$ cat src/rtl/top_pkg.sv
// Shared top-level definitions: chunk sizing and the west ping-pong read FSM states.
package top_pkg;

    localparam int TOP_CHUNK_SIZE = 4;

    typedef enum logic [1:0] {
        IDLE    = 2'd0,
        READ    = 2'd1,
        DRAIN   = 2'd2,
        RELEASE = 2'd3
    } pp_rd_state_e;

    function automatic logic [1:0] bank_onehot(input logic bank);
        return bank ? 2'b10 : 2'b01;
    endfunction

endpackage

$ cat src/rtl/pp_rd_skid.sv
// Two-entry skid FIFO for the ping-pong read path; entry 0 is always the head,
// so the head data and valid come straight from registers.
module pp_rd_skid #(
    parameter int W = 8
) (
    input  logic         clk,
    input  logic         rst_n,
    input  logic         push,
    input  logic [W-1:0] push_data,
    input  logic         pop,
    output logic [W-1:0] head_data,
    output logic         head_valid,
    output logic [1:0]   occ
);

    logic [W-1:0] entry0_r;
    logic [W-1:0] entry1_r;
    logic [1:0]   cnt_r;

    // Storage and occupancy update; the caller never pushes into a full FIFO.
    always_ff @(posedge clk or negedge rst_n) begin
        if (!rst_n) begin
            entry0_r <= {W{1'b0}};
            entry1_r <= {W{1'b0}};
            cnt_r    <= 2'd0;
        end else begin
            case ({push, pop})
                2'b10: begin
                    if (cnt_r == 2'd0) begin
                        entry0_r <= push_data;
                        cnt_r    <= 2'd1;
                    end else if (cnt_r == 2'd1) begin
                        entry1_r <= push_data;
                        cnt_r    <= 2'd2;
                    end else begin
                        cnt_r    <= cnt_r;
                    end
                end
                2'b01: begin
                    if (cnt_r != 2'd0) begin
                        entry0_r <= entry1_r;
                        entry1_r <= {W{1'b0}};
                        cnt_r    <= cnt_r - 2'd1;
                    end else begin
                        cnt_r    <= cnt_r;
                    end
                end
                2'b11: begin
                    if (cnt_r == 2'd2) begin
                        entry0_r <= entry1_r;
                        entry1_r <= push_data;
                    end else begin
                        entry0_r <= push_data;
                        cnt_r    <= 2'd1;
                    end
                end
                default: begin
                    cnt_r <= cnt_r;
                end
            endcase
        end
    end

    assign head_data  = entry0_r;
    assign head_valid = (cnt_r != 2'd0);
    assign occ        = cnt_r;

endmodule

$ cat src/rtl/ping_pong_rd_ctrl_w.sv
// Read-side controller for the WEST ping-pong buffer: reads each full bank REPEAT
// times and streams 2 words/beat. Optional perf counters under PP_RD_PERF_EN.
module ping_pong_rd_ctrl_w
    import top_pkg::*;
#(
    parameter int WIDTH         = 16,
    parameter int NUM_CORES_A   = 2,
    parameter int NUM_CORES_B   = 1,
    parameter int COL_X         = 16,
    parameter int TOTAL_INPUT_W = 2,
    parameter int REPEAT        = 4,
    localparam int MODULE_WIDTH = WIDTH * TOP_CHUNK_SIZE * NUM_CORES_A * NUM_CORES_B,
    localparam int ADDR_WIDTH   = $clog2(COL_X * TOTAL_INPUT_W)
) (
    input  logic                      clk,
    input  logic                      rst_n,
    input  logic                      wr_bank_done,
    input  logic                      wr_bank_idx,
    output logic [1:0]                rd_bank_free,
    output logic                      bank0_ena,
    output logic                      bank0_enb,
    output logic [ADDR_WIDTH-1:0]     bank0_addra,
    output logic [ADDR_WIDTH-1:0]     bank0_addrb,
    input  logic [MODULE_WIDTH-1:0]   bank0_douta,
    input  logic [MODULE_WIDTH-1:0]   bank0_doutb,
    output logic                      bank1_ena,
    output logic                      bank1_enb,
    output logic [ADDR_WIDTH-1:0]     bank1_addra,
    output logic [ADDR_WIDTH-1:0]     bank1_addrb,
    input  logic [MODULE_WIDTH-1:0]   bank1_douta,
    input  logic [MODULE_WIDTH-1:0]   bank1_doutb,
    output logic                      out_valid,
    input  logic                      out_ready,
    output logic [2*MODULE_WIDTH-1:0] out_data,
    output logic                      out_last,
    output logic                      out_pass_last,
`ifdef PP_RD_PERF_EN
    output logic [31:0]               perf_stall_cnt,
    output logic [31:0]               perf_wait_cnt,
`endif
    output logic                      err_overflow
);

    localparam int PASS_W = (REPEAT > 1) ? $clog2(REPEAT) : 1;
    localparam int SKID_W = 2 * MODULE_WIDTH + 2;
    localparam logic [ADDR_WIDTH-1:0] K_LAST    = ADDR_WIDTH'(COL_X - 1);
    localparam logic [ADDR_WIDTH-1:0] B_BASE    = ADDR_WIDTH'(COL_X);
    localparam logic [PASS_W-1:0]     PASS_LAST = PASS_W'(REPEAT - 1);

    pp_rd_state_e          state_r;
    pp_rd_state_e          state_s;
    logic                  cur_bank_r;
    logic [1:0]            full_r;
    logic [1:0]            full_next_s;
    logic                  ovf_s;
    logic [ADDR_WIDTH-1:0] k_r;
    logic [PASS_W-1:0]     pass_r;
    logic                  inflight_r;
    logic                  inflight_last_r;
    logic                  inflight_plast_r;
    logic                  err_overflow_r;
    logic [1:0]            rd_bank_free_r;
    logic                  issue_s;
    logic [1:0]            load_s;
    logic [1:0]            occ_s;
    logic                  pop_s;
    logic                  skid_valid_s;
    logic [SKID_W-1:0]     head_s;
    logic [SKID_W-1:0]     push_data_s;

    // Bank-full bookkeeping: a new fill wins over a same-cycle release.
    always_comb begin
        full_next_s = full_r;
        ovf_s       = 1'b0;
        if (state_r == RELEASE) begin
            full_next_s = full_next_s & ~bank_onehot(cur_bank_r);
        end else begin
            full_next_s = full_next_s;
        end
        if (wr_bank_done) begin
            full_next_s = full_next_s | bank_onehot(wr_bank_idx);
            ovf_s       = full_r[wr_bank_idx];
        end else begin
            ovf_s       = 1'b0;
        end
    end

    // Next state and read issue; a pop this cycle frees a slot so issue can continue.
    always_comb begin
        state_s = state_r;
        issue_s = 1'b0;
        load_s  = occ_s + {1'b0, inflight_r};
        case (state_r)
            IDLE: begin
                if (full_r[cur_bank_r]) begin
                    state_s = READ;
                end else begin
                    state_s = IDLE;
                end
            end
            READ: begin
                if ((load_s < 2'd2) || pop_s) begin
                    issue_s = 1'b1;
                    if ((k_r == K_LAST) && (pass_r == PASS_LAST)) begin
                        state_s = DRAIN;
                    end else begin
                        state_s = READ;
                    end
                end else begin
                    state_s = READ;
                end
            end
            DRAIN: begin
                if ((occ_s == 2'd0) && !inflight_r) begin
                    state_s = RELEASE;
                end else begin
                    state_s = DRAIN;
                end
            end
            RELEASE: begin
                state_s = IDLE;
            end
            default: begin
                state_s = IDLE;
            end
        endcase
    end

    // Read port drive: only the active bank sees enables, idle addresses sit at zero.
    always_comb begin
        bank0_ena   = 1'b0;
        bank0_enb   = 1'b0;
        bank1_ena   = 1'b0;
        bank1_enb   = 1'b0;
        bank0_addra = {ADDR_WIDTH{1'b0}};
        bank0_addrb = {ADDR_WIDTH{1'b0}};
        bank1_addra = {ADDR_WIDTH{1'b0}};
        bank1_addrb = {ADDR_WIDTH{1'b0}};
        if (issue_s && !cur_bank_r) begin
            bank0_ena   = 1'b1;
            bank0_enb   = 1'b1;
            bank0_addra = k_r;
            bank0_addrb = k_r + B_BASE;
        end else if (issue_s && cur_bank_r) begin
            bank1_ena   = 1'b1;
            bank1_enb   = 1'b1;
            bank1_addra = k_r;
            bank1_addrb = k_r + B_BASE;
        end else begin
            bank0_ena   = 1'b0;
        end
    end

    // FSM, bank pointer, status flags and release pulse.
    always_ff @(posedge clk or negedge rst_n) begin
        if (!rst_n) begin
            state_r        <= IDLE;
            cur_bank_r     <= 1'b0;
            full_r         <= 2'b00;
            err_overflow_r <= 1'b0;
            rd_bank_free_r <= 2'b00;
        end else begin
            state_r        <= state_s;
            full_r         <= full_next_s;
            err_overflow_r <= err_overflow_r | ovf_s;
            rd_bank_free_r <= (state_s == RELEASE) ? bank_onehot(cur_bank_r) : 2'b00;
            cur_bank_r     <= (state_r == RELEASE) ? ~cur_bank_r : cur_bank_r;
        end
    end

    // Word and pass counters advance once per issued read.
    always_ff @(posedge clk or negedge rst_n) begin
        if (!rst_n) begin
            k_r    <= {ADDR_WIDTH{1'b0}};
            pass_r <= {PASS_W{1'b0}};
        end else if (state_r == RELEASE) begin
            k_r    <= {ADDR_WIDTH{1'b0}};
            pass_r <= {PASS_W{1'b0}};
        end else if (issue_s) begin
            if (k_r == K_LAST) begin
                k_r    <= {ADDR_WIDTH{1'b0}};
                pass_r <= (pass_r == PASS_LAST) ? {PASS_W{1'b0}} : pass_r + {{(PASS_W-1){1'b0}}, 1'b1};
            end else begin
                k_r    <= k_r + {{(ADDR_WIDTH-1){1'b0}}, 1'b1};
            end
        end else begin
            k_r    <= k_r;
        end
    end

    // Flags ride alongside the read through the one-cycle BRAM latency.
    always_ff @(posedge clk or negedge rst_n) begin
        if (!rst_n) begin
            inflight_r       <= 1'b0;
            inflight_last_r  <= 1'b0;
            inflight_plast_r <= 1'b0;
        end else begin
            inflight_r       <= issue_s;
            inflight_last_r  <= issue_s && (k_r == K_LAST);
            inflight_plast_r <= issue_s && (k_r == K_LAST) && (pass_r == PASS_LAST);
        end
    end

    // Returning BRAM word pair of the active bank plus its flags.
    always_comb begin
        push_data_s = {inflight_plast_r, inflight_last_r, bank0_doutb, bank0_douta};
        if (cur_bank_r) begin
            push_data_s = {inflight_plast_r, inflight_last_r, bank1_doutb, bank1_douta};
        end else begin
            push_data_s = {inflight_plast_r, inflight_last_r, bank0_doutb, bank0_douta};
        end
    end

    assign pop_s = skid_valid_s && out_ready;

    pp_rd_skid #(
        .W (SKID_W)
    ) u_skid (
        .clk        (clk),
        .rst_n      (rst_n),
        .push       (inflight_r),
        .push_data  (push_data_s),
        .pop        (pop_s),
        .head_data  (head_s),
        .head_valid (skid_valid_s),
        .occ        (occ_s)
    );

    assign out_valid     = skid_valid_s;
    assign out_data      = head_s[2*MODULE_WIDTH-1:0];
    assign out_last      = head_s[2*MODULE_WIDTH];
    assign out_pass_last = head_s[2*MODULE_WIDTH+1];
    assign rd_bank_free  = rd_bank_free_r;
    assign err_overflow  = err_overflow_r;

`ifdef PP_RD_PERF_EN
    logic [31:0] perf_stall_r;
    logic [31:0] perf_wait_r;

    // Saturating stall and bank-wait cycle counters.
    always_ff @(posedge clk or negedge rst_n) begin
        if (!rst_n) begin
            perf_stall_r <= 32'd0;
            perf_wait_r  <= 32'd0;
        end else begin
            if (skid_valid_s && !out_ready && (perf_stall_r != 32'hFFFF_FFFF)) begin
                perf_stall_r <= perf_stall_r + 32'd1;
            end else begin
                perf_stall_r <= perf_stall_r;
            end
            if ((state_r == IDLE) && !full_r[cur_bank_r] && (perf_wait_r != 32'hFFFF_FFFF)) begin
                perf_wait_r <= perf_wait_r + 32'd1;
            end else begin
                perf_wait_r <= perf_wait_r;
            end
        end
    end

    assign perf_stall_cnt = perf_stall_r;
    assign perf_wait_cnt  = perf_wait_r;
`endif

endmodule

$ cat config.mk
export PLATFORM = sky130hd
export DESIGN_NAME = ping_pong_rd_ctrl_w
export DESIGN_NICKNAME = d
export VERILOG_FILES = /design/src/rtl/top_pkg.sv /design/src/rtl/pp_rd_skid.sv /design/src/rtl/ping_pong_rd_ctrl_w.sv
export SDC_FILE = /design/constraint.sdc
export NUM_CORES = 1
export LEC_CHECK = 0
export ABC_AREA = 1
export CORE_AREA = 4 4 307 309
export CTS_CLUSTER_SIZE = 40
export DETAILED_ROUTE_END_ITERATION = 7
export DIE_AREA = 0 0 311 313
export GPL_ROUTABILITY_DRIVEN = 0
export SLEW_MARGIN = 10
export SYNTH_ARGS = -nofsm -noshare
export SYNTH_HDL_FRONTEND = slang
export SYNTH_SLANG_ARGS = --single-unit
$ cat constraint.sdc
create_clock -name clk -period 3.2 [get_ports clk]
set_input_delay 0.64 -clock clk [delete_from_list [all_inputs] [get_ports clk]]
set_output_delay 0.64 -clock clk [all_outputs]
set_load 0.02 [all_outputs]
Word level (Yosys, flattened, before mapping):

Cells that the tools add are included.

* order comparisons: 3
* add/subtract/negate cells: 5
* multiplexer cells: 48
* bitwise gates (word level): 5
* reduce and logical (&&, ||, !) cells: 20
* equality and inequality tests: 18

Operators by type and width (number)
* $mux 258: 7
* $pmux 258 s3: 2
* $mux 256: 1
* $mux 5: 9
* $mux 2: 15
* $eq 2x2->1 const B: 7
* $mux 1: 12
* $ne 2x2->1 const B: 4
* $pmux 2 s4: 1
* $logic_and 1x1->1: 7
* $eq 2x1->1 const B: 3
* $pmux 2 s3: 1
* $reduce_bool 2->1: 3
* $add 5x1->5 const B: 1
* $add 5x5->5 const B: 1
* $eq 5x4->1 const B: 1
* $reduce_and 5->1: 1
* $logic_not 2->1: 2
* $lt 1x2->1 const B: 2
* $ne 2x1->1 const B: 2
* $reduce_and 4->1: 1
* $ne 3x2->1 const B: 1
* $reduce_and 3->1: 1
* $reduce_bool 3->1: 1
* 12 further kinds: 13

* output and inout bits: 286
* word-level logic and storage cells: 112
* register bits: 536

Depth between registers and ports, before layout:

Gate-level depths: netlist of the first run.

* depth in word-level cells: 8
* depth in mapped cells: 13
* depth with buffers taken out: 10

Cells and area by module:

Synthesis of the first run repeated with hierarchy kept, for this count alone.

* cell total of the unflattened synthesis: 4532
* area total of the unflattened synthesis: 29952.5 sq um

Modules (own cells, without submodules)
* pp_rd_skid: cells an instance 3587, area an instance 25603.3 sq um, sequential area each 12962.4 sq um, instances 1
* ping_pong_rd_ctrl_w: cells an instance 945, area an instance 4349.2 sq um, sequential area each 450.4 sq um, instances 1

Worst setup path before layout of the first run:

OpenSTA, ideal clock, no wires.

* path type: flip-flop to output port
* start point: reg u_skid.cnt_r[0] (netlist: u_skid.occ[0])
* end point: out bank1_addrb[1]
* cell stages (with the launch flop): 11
* buffers on the path: 1
* path slack: 0.213 ns
* arrival: 2.347 ns
* cells stage by stage: dfrtp_1 > inv_1 > ha_1 > inv_2 > nand2_4 > nand3_1 > nand2_1 > nor2_1 > inv_1 > nor2_1 > buf_4

* longest elaborated chain between the ends: 8
* elaborated cells between the ends (all ways): 11
* classes of those cells: add/sub: 1; order compare: 1; mux: 4; reduce/logical: 5

RTL lines
* start, declared: RTL line pp_rd_skid.sv:18 `logic [1:0] cnt_r;`
* start signal, assigned: RTL line pp_rd_skid.sv:36 `cnt_r <= cnt_r;`
* start signal, assigned: RTL line pp_rd_skid.sv:43 `cnt_r <= cnt_r - 2'd1;`
* start signal, assigned: RTL line pp_rd_skid.sv:45 `cnt_r <= cnt_r;`
* $reduce_bool 2->1 *: RTL line pp_rd_skid.sv:65 `assign head_valid = (cnt_r != 2'd0);`
* net out_valid: RTL line ping_pong_rd_ctrl_w.sv:32 `output logic out_valid,`
* $logic_and 1x1->1 *: RTL line ping_pong_rd_ctrl_w.sv:214 `assign pop_s = skid_valid_s && out_ready;`
* $logic_or 1x1->1 *: RTL line ping_pong_rd_ctrl_w.sv:102 `if ((load_s < 2'd2) || pop_s) begin`
* $mux 1 *: RTL line ping_pong_rd_ctrl_w.sv:102
* $mux 1 *: RTL line ping_pong_rd_ctrl_w.sv:93 `case (state_r)`
* $logic_and 1x1->1: RTL line ping_pong_rd_ctrl_w.sv:144 `end else if (issue_s && cur_bank_r) begin`
* $mux 5: RTL line ping_pong_rd_ctrl_w.sv:144
* $mux 5 *: RTL line ping_pong_rd_ctrl_w.sv:139 `if (issue_s && !cur_bank_r) begin`
* end, declared: RTL line ping_pong_rd_ctrl_w.sv:29 `output logic [ADDR_WIDTH-1:0] bank1_addrb,`

The timed path passes the listed nets; every way through them passes the cells marked *.

Worst setup path in the final report of the first run:

* start point: reg u_skid.cnt_r[1] (netlist: u_skid.occ[1])
* end point: out bank0_addrb[0]

* longest elaborated chain between the ends: 7
* elaborated cells between the ends (all ways): 9
* classes of those cells: add/sub: 1; order compare: 1; mux: 3; reduce/logical: 4

RTL lines
* $add 2x1->2 / $reduce_bool 2->1 (equally long branches): RTL line ping_pong_rd_ctrl_w.sv:92, pp_rd_skid.sv:65
* $lt 2x2->1 / $logic_and 1x1->1 (equally long branches): RTL line ping_pong_rd_ctrl_w.sv:102, ping_pong_rd_ctrl_w.sv:214
* $logic_or 1x1->1 *: RTL line ping_pong_rd_ctrl_w.sv:102
* $mux 1 *: RTL line ping_pong_rd_ctrl_w.sv:102
* $mux 1 *: RTL line ping_pong_rd_ctrl_w.sv:93
* $logic_and 1x1->1 *: RTL line ping_pong_rd_ctrl_w.sv:139
* $mux 5 *: RTL line ping_pong_rd_ctrl_w.sv:139
* end, declared: RTL line ping_pong_rd_ctrl_w.sv:23 `output logic [ADDR_WIDTH-1:0] bank0_addrb,`

Mark *: on every way between the ends. The rest lies on a longest branch, timed or not.

==> impl_metrics.toml, run 1 <==
[timing]
max_slew.worst_pin.slew_ps = 748
finalCriticalPeriod_ps = 3010
setup_ws_ps = 192
timing.setup.tns_ps = 0
timing_hold_violations_final = 0
slew_viol_final = 0
max_clock_freq_mhz = 332
period_share_pct = 94.0
grt_setup_unrepaired = "false"
worst_slew_margin_rel_pct = 50.1
setup_violations = 0
fin_skew_ps = 22.3

[worst_setup_path]
timing.critical_path.cells = "inv_1 -> ha_1 -> inv_2 -> nand2_4 -> nand3_2 -> nand2_4 -> nor2_2 -> inv_1 -> nor2_1 -> clkdlybuf4s15_1"
critPathBufInv = 4
critPathCaptureType = "output port"
timing.critical_path.slowest_cell_delay_ps = 380
endpoint_of_the_lowest_slack_register_to_register_path = "u_skid.head_data[154]"
timing.setup.critical_path_class = "flop to output port"
worst_case_register_to_register_setup_slack_ps = 850
worstReg2RegStart = "u_skid.occ[1]"
cp_top_family = "buffers and inverters"
cp_data_arrival_time_ps = 2370
timing.critical_path.depth = 10
top_fanout_value_on_the_critical_path = 5
crit_path_top_delay_cell = "dfrtp_1"
cp-start-kind = "flop"
cp_data_required_time_ps = 2560
ff2ff_path_depth = 13

[placement]
placed_wire_length_estimate_mm = 69.9
dp.cells = 5808
io_buffer_count = 802
post_placement_setup_slack_ps = -248

[power]
power_leakage_nw = 19.4
power_per_cell_area_nw_per_um2 = 962
fin_total_pwr_mw = 37.7
vdd_drop_max_mv = 0.736

[flow_run]
max_cap_violations = 0

[clocking]
cts-root-buf = "clkbuf_16"
worstSkewPairLatency_ps = 590
cts_inserted_buffers = 66
clk_sink_count = 536
cts.clk_slew.worst_paths_ps = 60
cts_max_level = 3
holdBufCountCts = 0
tritoncts = "yes"
cts_max_path_buffers = 3

[yosys]
postSynthAreaPerCell_um2 = 6.88
edff_count_synth = 0
yosys_warnings = 0
cell_taking_the_most_area_after_synthesis = "dfrtp_1"
yosys_register_bits = 536
synth_top_cells_by_count = "nand2_1, dfrtp_1, o21ai_1, o21ai_0, clkbuf_1"
synth_sequential_area_ratio_pct = 48.3
postSynth.asyncResetShare_pct = 100
synth.distinct_cells = 27
syn-num-nets = 4557
yosys.cell_count.top_type = "nand2_1"
mappedNetlistArea_um2 = 27800
netlist_instances = 4035
synthTopCellsByArea = "dfrtp_1, nand2_1, o21ai_1"
post_synth_top_area_share_pct = 48.3
synth_ff_type = "dfrtp_1"

[global_route]
grt_util_all_layers_pct = 19.7
grt_pass1_vias = 26100
grt_pass1_wl_mm = 154
overflow = 0
grt_start_max_net_pins = 139
grt_antenna_before_repair = 1

[hold_path]
worstHoldPathType = "input port to async pin"

[detailed_routing]
drt_iter0_drc = 1792
first_pass_iters = 5
vias = 27300
drcViolationCount = 0
wl_per_cell_um = 16.8
routed_via_density = 4.61
route.final.wire_length_mm = 99.4
route.antenna.remaining_nets = 0

[floorplan]
design.die.area_um2 = 97300
starting_density_of_the_core_pct = 30.4
die_height_um = 313
floorplan.rows = 111
ports = 803
placeable_area_um2 = 91400
die_w_um = 311

[run_status]
run_status = "finished, final reports clean"

[final_layout]
layout.nets = 5213
synthesis_to_layout_area_growth_pct = 41.1
drive_gt1_share_pct = 4.54
count_of_placed_standard_cells_in_the_final_layout_fillers_left_out = 5927
[final cells by class]
cell class,count,area [µm²]
diodes,1,2.50
well taps,1186,1480
clock inverters,26,417
multi-input cells,3184,12800
clock buffers,91,1900
repair buffers,881,9060
flip-flops and latches,536,13400
fillers,9308,52200
inverters,22,105
[worst max path at each step]
stage,from,to,slack (ps)
finish,u_skid.occ[1],bank0_addrb[0],190
global route,u_skid.occ[1],bank0_addrb[0],0.9
CTS,u_skid.occ[1],bank0_addrb[2],2
detailed placement,out_ready,bank0_addrb[2],-250
global placement,out_ready,bank0_addrb[2],-270
floorplan,u_skid.occ[0],bank1_addrb[1],210
[layout by cell type, fill, tap and decap left out, types with 3 or more instances in the layout]
cell             count
buf_12              40
buf_2                3
buf_4               40
bufinv_16            9
clkbuf_1            12
clkbuf_16           68
clkbuf_2             8
clkbuf_8            11
clkdlybuf4s15_2      3
clkdlybuf4s50_1    777
clkinv_2             6
clkinv_8             3
dfrtp_1            535
dlygate4sd2_1        7
ha_1                 5
inv_1               17
inv_6                5
inv_8                3
nand2_1           2596
nand3_1             10
nor2_1              25
o21ai_0            226
o21ai_1            304
[stage by stage]
step | util, % | area (µm²) | hold WS [ps]
2_1_floorplan | - | 27800 | 344
3_3_place_gp | 40.4 | 36900 | 460
3_5_place_dp | 40.4 | 36900 | 460
4_1_cts | 42.9 | 39200 | 56.0
5_1_grt | 42.9 | 39200 | 76.5
6_report | 42.9 | 39200 | 57.6
[timing repair]
item / 4_1_cts / 5_1_grt
endpoints found under the setup margin: 24 / 20
gates resized for setup: 45 / 16
gates cloned: 0 / 0
buffers inserted: 1 / 0
[registers in the layout, indices dropped and copies added (netlist names)]
register / cells
u_skid.occ: 2
k_r: 5
u_skid.head_data: 258
err_overflow: 1
cur_bank_r: 1
inflight_r: 1
rd_bank_free: 2
full_r: 2
pass_r: 2
inflight_plast_r: 1
u_skid.entry1_r: 258
state_r: 2
inflight_last_r: 1
[report_power, final]
group / internal (mW) / switching (mW)
clock network: 4.91 / 3.07
logic: 6.83 / 11.2
registers: 10.0 / 1.67
[kinds of logic after synthesis]
logic type | synth area share [%]
adders and majority gates | 0.225
and+or+nand+nor | 35.8
xor gates and xnor gates | 0.0947
buffers and inverters | 5.80
DFF | 48.3
AOI/OAI and AO/OA | 9.75
[routing by layer]
metal | track usage, % | up-vias | part of all wire (%)
met3 | 3.80 | 120 | 5.4
met1 | 24.6 | 12700 | 42
met2 | 35.0 | 705 | 50
met4 | 5.23 | 0 | 2.3
met5 | 0 | - | 0
li1 | - | 13800 | -
Power figures use the tool's default switching activity.
==> run 2: changes to the inputs <==
--- a/config.mk
+++ b/config.mk
@@ -14,4 +14,5 @@
 export SLEW_MARGIN = 10
 export SYNTH_ARGS = -nofsm -noshare
 export SYNTH_HDL_FRONTEND = slang
+export SYNTH_HIERARCHICAL = 1
 export SYNTH_SLANG_ARGS = --single-unit
==> impl_metrics.toml, run 2 <==
[global_route]
grt_start_max_net_pins = 133
grt_util_all_layers_pct = 21.8
grt_pass1_vias = 28700
grt_pass1_wl_mm = 171
overflow = 0
grt_antenna_before_repair = 2

[timing]
setup_violations = 0
setup_ws_ps = 106
slew_viol_final = 0
finalCriticalPeriod_ps = 3090
worst_slew_margin_rel_pct = 45.0
max_slew.worst_pin.slew_ps = 825
timing_hold_violations_final = 0
grt_setup_unrepaired = "true"
period_share_pct = 96.7
max_clock_freq_mhz = 323
final.hold.worst_slack_ps = 61.5
fin_skew_ps = 17.4

[worst_setup_path]
cp_data_required_time_ps = 2560
worst_case_register_to_register_setup_slack_ps = 470
critPathCaptureType = "output port"
worstReg2RegStart = "u_skid/occ[1]"
cp-start-kind = "flop"
top_fanout_value_on_the_critical_path = 7
timing.setup.critical_path_class = "flop to output port"
endpoint_of_the_lowest_slack_register_to_register_path = "u_skid/entry1_r[90]"
cp_data_arrival_time_ps = 2450
ff2ff_path_depth = 13

[final_layout]
synthesis_to_layout_area_growth_pct = 38.8
fin_util_pct = 45.5
final_common_cell = "nand2_1"
mostFrequentLayoutCells = "nand2_1, clkdlybuf4s50_1, dfrtp_1"
drive_gt1_share_pct = 5.29
layout.nets = 5749

[placement]
io_buffer_count = 802
post_placement_setup_slack_ps = 71.8
placed_wire_length_estimate_mm = 76.5

[yosys]
cell_taking_the_most_area_after_synthesis = "dfrtp_1"
mappedNetlistArea_um2 = 30000
postSynthAreaPerCell_um2 = 6.61
yosys_warnings = 6
syn-num-nets = 5056
post_synth_top_area_share_pct = 44.8
netlist_instances = 4532
synth.distinct_cells = 25
yosys_register_bits = 536
synth_sequential_area_ratio_pct = 44.8
postSynth.asyncResetShare_pct = 100
edff_count_synth = 0
synth_top_cells_by_count = "nand2_1, dfrtp_1, nand3_1, inv_1, nor2_1"
synth_ff_type = "dfrtp_1"
yosys.cell_count.top_type = "nand2_1"
synthTopCellsByArea = "dfrtp_1, nand2_1, nand3_1"

[clocking]
worstSkewPairLatency_ps = 600
cts_max_level = 3
cts_max_path_buffers = 3
clk_sink_count = 536
tritoncts = "yes"
cts-root-buf = "clkbuf_16"
cts.clk_slew.worst_paths_ps = 60
cts_inserted_buffers = 66

[power]
power_frac_clock_pct = 18.3
swShare_pct = 45.3
sequentialPowerShare_pct = 28.0
switching_power_mw = 19.2
power_per_cell_area_nw_per_um2 = 1020
combPwrFrac_pct = 53.7
power_leakage_nw = 22.3
vdd_drop_max_mv = 0.926
cellInternalPower_mw = 23.2

[floorplan]
placeable_area_um2 = 91400
die_height_um = 313
design.die.area_um2 = 97300
ports = 803
floorplan.rows = 111
starting_density_of_the_core_pct = 32.8
die_w_um = 311

[run_status]
run_status = "finished, final reports clean"

[hold_path]
worstHoldPathType = "input port to async pin"

[detailed_routing]
highest_layer = "met5"
vias = 29800
route.final.wire_length_mm = 110
first_pass_iters = 5
route.antenna.remaining_nets = 0
drcViolationCount = 0
drt_iter0_drc = 1945
routed_via_density = 4.62
wl_per_cell_um = 17.0
detail_route.wirelength.met1_mm = 47.0
met2_wirelength_mm = 53.8
detailroute.wirelength.met3_mm = 6.40

[flow_run]
max_cap_violations = 0
-- run 2: cell types whose count changed after synthesis, moves of 44 or more --
cell | previous run | this run
nor2_1 | 27 | 272
clkbuf_1 | 123 | 57
nand2_1 | 2597 | 2304
o21ai_1 | 304 | 4
inv_1 | 17 | 491
o21ai_0 | 226 | 8
nand3_1 | 11 | 531
nand3b_1 | 1 | 45
buf_2 | 92 | 175
-- run 2: what timing repair did --
action / in CTS / in global routing
gates resized for setup: 41 / 17
setup endpoints to repair: 24 / 20
setup buffers: 0 / 1
hold buffers: 0 / 0
-- run 2: kinds of logic (layout without fill, tap and decap cells) --
family | count (synthesis) | count (layout) | synth area share, %
XOR/XNOR | 3 | 3 | 0.0877
AND/OR/NAND/NOR | 3178 | 3178 | 43.0
adder cells (fa/ha/maj) | 7 | 7 | 0.292
AO/OA/AOI/OAI | 13 | 13 | 0.230
flip-flops | 536 | 536 | 44.8
other | 0 | 3 | 0
buffers and inverters | 795 | 1540 | 11.6
-- run 2: layout make-up --
type	instances	area (µm²)
clock buffers	94	1920
multi-input cells	3201	13100
diodes	3	7.51
repair buffers	920	9400
inverters	500	1900
flip-flops and latches	536	13400
fillers	9408	49800
well taps	1186	1480
clock inverters	26	345
-- run 2: power by group through the flow --
stage / combinational [mW] / sequential (mW) / clock [mW]
global placement: 22.7 / 11.8 / 0
CTS: 23.0 / 11.8 / 8.00
floorplan: 11.3 / 13.7 / 0
detailed placement: 23.0 / 11.9 / 0
finish: 22.7 / 11.8 / 7.77
global route: 25.0 / 12.2 / 8.26
-- run 2: through the flow --
stage | TNS (ps) | std cells | instance area (µm²) | power [mW]
after global routing | -148 | 6464 | 41600 | 45.5
after floorplan | 0 | 4532 | 30000 | 24.9
after detailed placement | 0 | 6342 | 39400 | 34.9
final | 0 | 6466 | 41600 | 42.3
after CTS | 0 | 6462 | 41600 | 42.8
after global placement | 0 | 6342 | 39400 | 34.6
-- run 2: worst max path at each step --
stage                  startpoint  cells after the start        endpoint  slack [ps]
floorplan           u_skid/occ[0]                     10  bank0_addrb[1]         590
global placement        out_ready                      8  bank0_addrb[0]         100
detailed placement      out_ready                      8  bank0_addrb[0]          70
CTS                 u_skid/occ[0]                     10  bank0_addrb[3]           7
global route        u_skid/occ[1]                     10  bank0_addrb[3]         -70
finish              u_skid/occ[1]                     10  bank0_addrb[3]         110
-- run 2: layer usage --
metal	track usage (%)	vias up
met5	0	-
met4	5.96	2
met3	4.03	126
met2	37.4	808
met1	28.4	14000
li1	-	14900
-- run 2: critical path, stage by stage (launching register included) --
cell and delay (ps):
dfrtp_2 420, inv_1 100, ha_1 210, inv_2 110, nand2_1 100, nand3_2 130
nand2_4 110, nor2_4 130, inv_2 80, nor2_1 150, clkdlybuf4s15_1 330
==> run 3: changes to the inputs <==
--- a/config.mk
+++ b/config.mk
@@ -7,6 +7,7 @@
 export LEC_CHECK = 0
 export ABC_AREA = 1
 export CORE_AREA = 4 4 307 309
+export CTS_CLUSTER_DIAMETER = 50
 export CTS_CLUSTER_SIZE = 40
 export DETAILED_ROUTE_END_ITERATION = 7
 export DIE_AREA = 0 0 311 313
==> impl_metrics.toml, run 3 (same netlist as run 2, synthesis figures left out) <==
[detailed_routing]
first_pass_iters = 7
drcViolationCount = 0
route.final.wire_length_mm = 110
routed_via_density = 4.62
vias = 30000
drt_iter0_drc = 2060
route.antenna.remaining_nets = 0
wl_per_cell_um = 16.9

[timing]
timing_hold_violations_final = 0
fin_skew_ps = 25.4
finalCriticalPeriod_ps = 3080
max_clock_freq_mhz = 325
slew_viol_final = 0
worst_slew_margin_rel_pct = 46.6
setup_violations = 0
final.hold.worst_slack_ps = 24.6
timing.setup.tns_ps = 0
period_share_pct = 96.1
max_slew.worst_pin.slew_ps = 800
setup_ws_ps = 124

[clocking]
holdBufCountCts = 0
cts_inserted_buffers = 75
clk_sink_count = 536
worstSkewPairLatency_ps = 630
cts_max_path_buffers = 3
cts_max_level = 3
cts.clk_slew.worst_paths_ps = 60
cts-root-buf = "clkbuf_16"
tritoncts = "yes"

[run_status]
run_status = "finished, final reports clean"

[global_route]
grt_util_all_layers_pct = 21.9
grt_antenna_before_repair = 3
overflow = 0
grt_pass1_wl_mm = 171
grt_start_max_net_pins = 133
grt_pass1_vias = 28800

[final_layout]
mostFrequentLayoutCells = "nand2_1, clkdlybuf4s50_1, dfrtp_1"
final_common_cell = "nand2_1"
layout.nets = 5758
fin_util_pct = 45.9
design_area_um2 = 42000
synthesis_to_layout_area_growth_pct = 40.2
drive_gt1_share_pct = 5.91

[worst_setup_path]
cp_data_arrival_time_ps = 2440
crit_path_top_delay_cell = "dfrtp_2"
top_fanout_value_on_the_critical_path = 7
cp_data_required_time_ps = 2560
timing.setup.critical_path_class = "flop to output port"
cp-start-kind = "flop"
critPathCaptureType = "output port"
ff2ff_path_depth = 13
timing.critical_path.slowest_cell_delay_ps = 420
timing.critical_path.cells = "inv_1 -> ha_1 -> inv_2 -> nand2_1 -> nand3_2 -> nand2_4 -> nor2_4 -> inv_4 -> nor2_2 -> clkdlybuf4s15_2"
worst_case_register_to_register_setup_slack_ps = 470
endpoint_of_the_lowest_slack_register_to_register_path = "u_skid/entry1_r[90]"
worstReg2RegStart = "u_skid/occ[1]"

[floorplan]
die_height_um = 313
design.die.area_um2 = 97300
die_w_um = 311
starting_density_of_the_core_pct = 32.8
placeable_area_um2 = 91400
floorplan.rows = 111
ports = 803

[power]
power_leakage_nw = 22.5
power_per_cell_area_nw_per_um2 = 1030
vdd_drop_max_mv = 0.901

[flow_run]
max_cap_violations = 0

[placement]
placed_wire_length_estimate_mm = 76.5
post_placement_setup_slack_ps = 71.8
post_dp_cell_area_um2 = 39400
io_buffer_count = 802

[hold_path]
worstHoldPathType = "input port to async pin"
[run 3: cell count changes in the layout (fill, tap and decap cells not counted), sizes merged]
cell | before | now
clkdlybuf4s15 | 5 | 7
clkbuf | 104 | 86
clkinv | 12 | 26
bufinv | 5 | 4
dlygate4sd2 | 8 | 5
clkinvlp | 2 | 8
inv | 507 | 520
buf | 120 | 127
[run 3: where the power goes]
| part | internal (mW) | switching, mW |
|---|---|---|
| Clock | 5.00 | 3.66 |
| Sequential | 10.1 | 1.69 |
| Combinational | 8.38 | 14.4 |
[run 3: layer usage]
layer  share of wire (%)  vias up  GRT usage, %
li1                    -    15000             -
met1                  43    14000          28.6
met2                  49      845          36.8
met3                 5.5      150          3.91
met4                 2.9        2          7.02
met5              0.0082        -             0
[run 3: final cells by class]
type	instances	area (µm²)
Antenna cell	3	7.51
Clock buffer	82	1960
Clock inverter	58	698
Fill cell	9346	49400
Inverter	500	1900
Multi-Input combinational cell	3201	13100
Sequential cell	536	13400
Tap cell	1186	1480
Timing Repair Buffer	920	9400
[run 3: worst max-delay path by stage]
stage	from	end	slack, ps	cells after the start
6_report	u_skid/occ[1]	bank1_addra[1]	120	10
5_1_grt	u_skid/occ[1]	bank1_addra[4]	-10	10
4_1_cts	u_skid/occ[0]	bank0_addra[1]	3	10
3_5_place_dp	out_ready	bank0_addrb[0]	70	8
3_3_place_gp	out_ready	bank0_addrb[0]	100	8
2_1_floorplan	u_skid/occ[0]	bank0_addrb[1]	590	10
[run 3: repair_timing]
action,CTS,global route
setup endpoints to repair,24,18
setup buffers,0,1
cloned,0,0
resized for setup,53,18
hold endpoints to repair,0,0
[run 3: critical path: cells and delay by family, from the launching register on]
family                     cells  cell delay (ps)
adders and majority gates      1              210
buffers and inverters          4              560
DFF                            1              420
and+or+nand+nor                5              610
[run 3: stage by stage]
stage / instances / power, mW
after CTS: 6482 / 43.7
after global placement: 6342 / 34.6
after detailed placement: 6342 / 34.9
after floorplan: 4532 / 24.9
final: 6486 / 43.2
after global routing: 6484 / 46.5
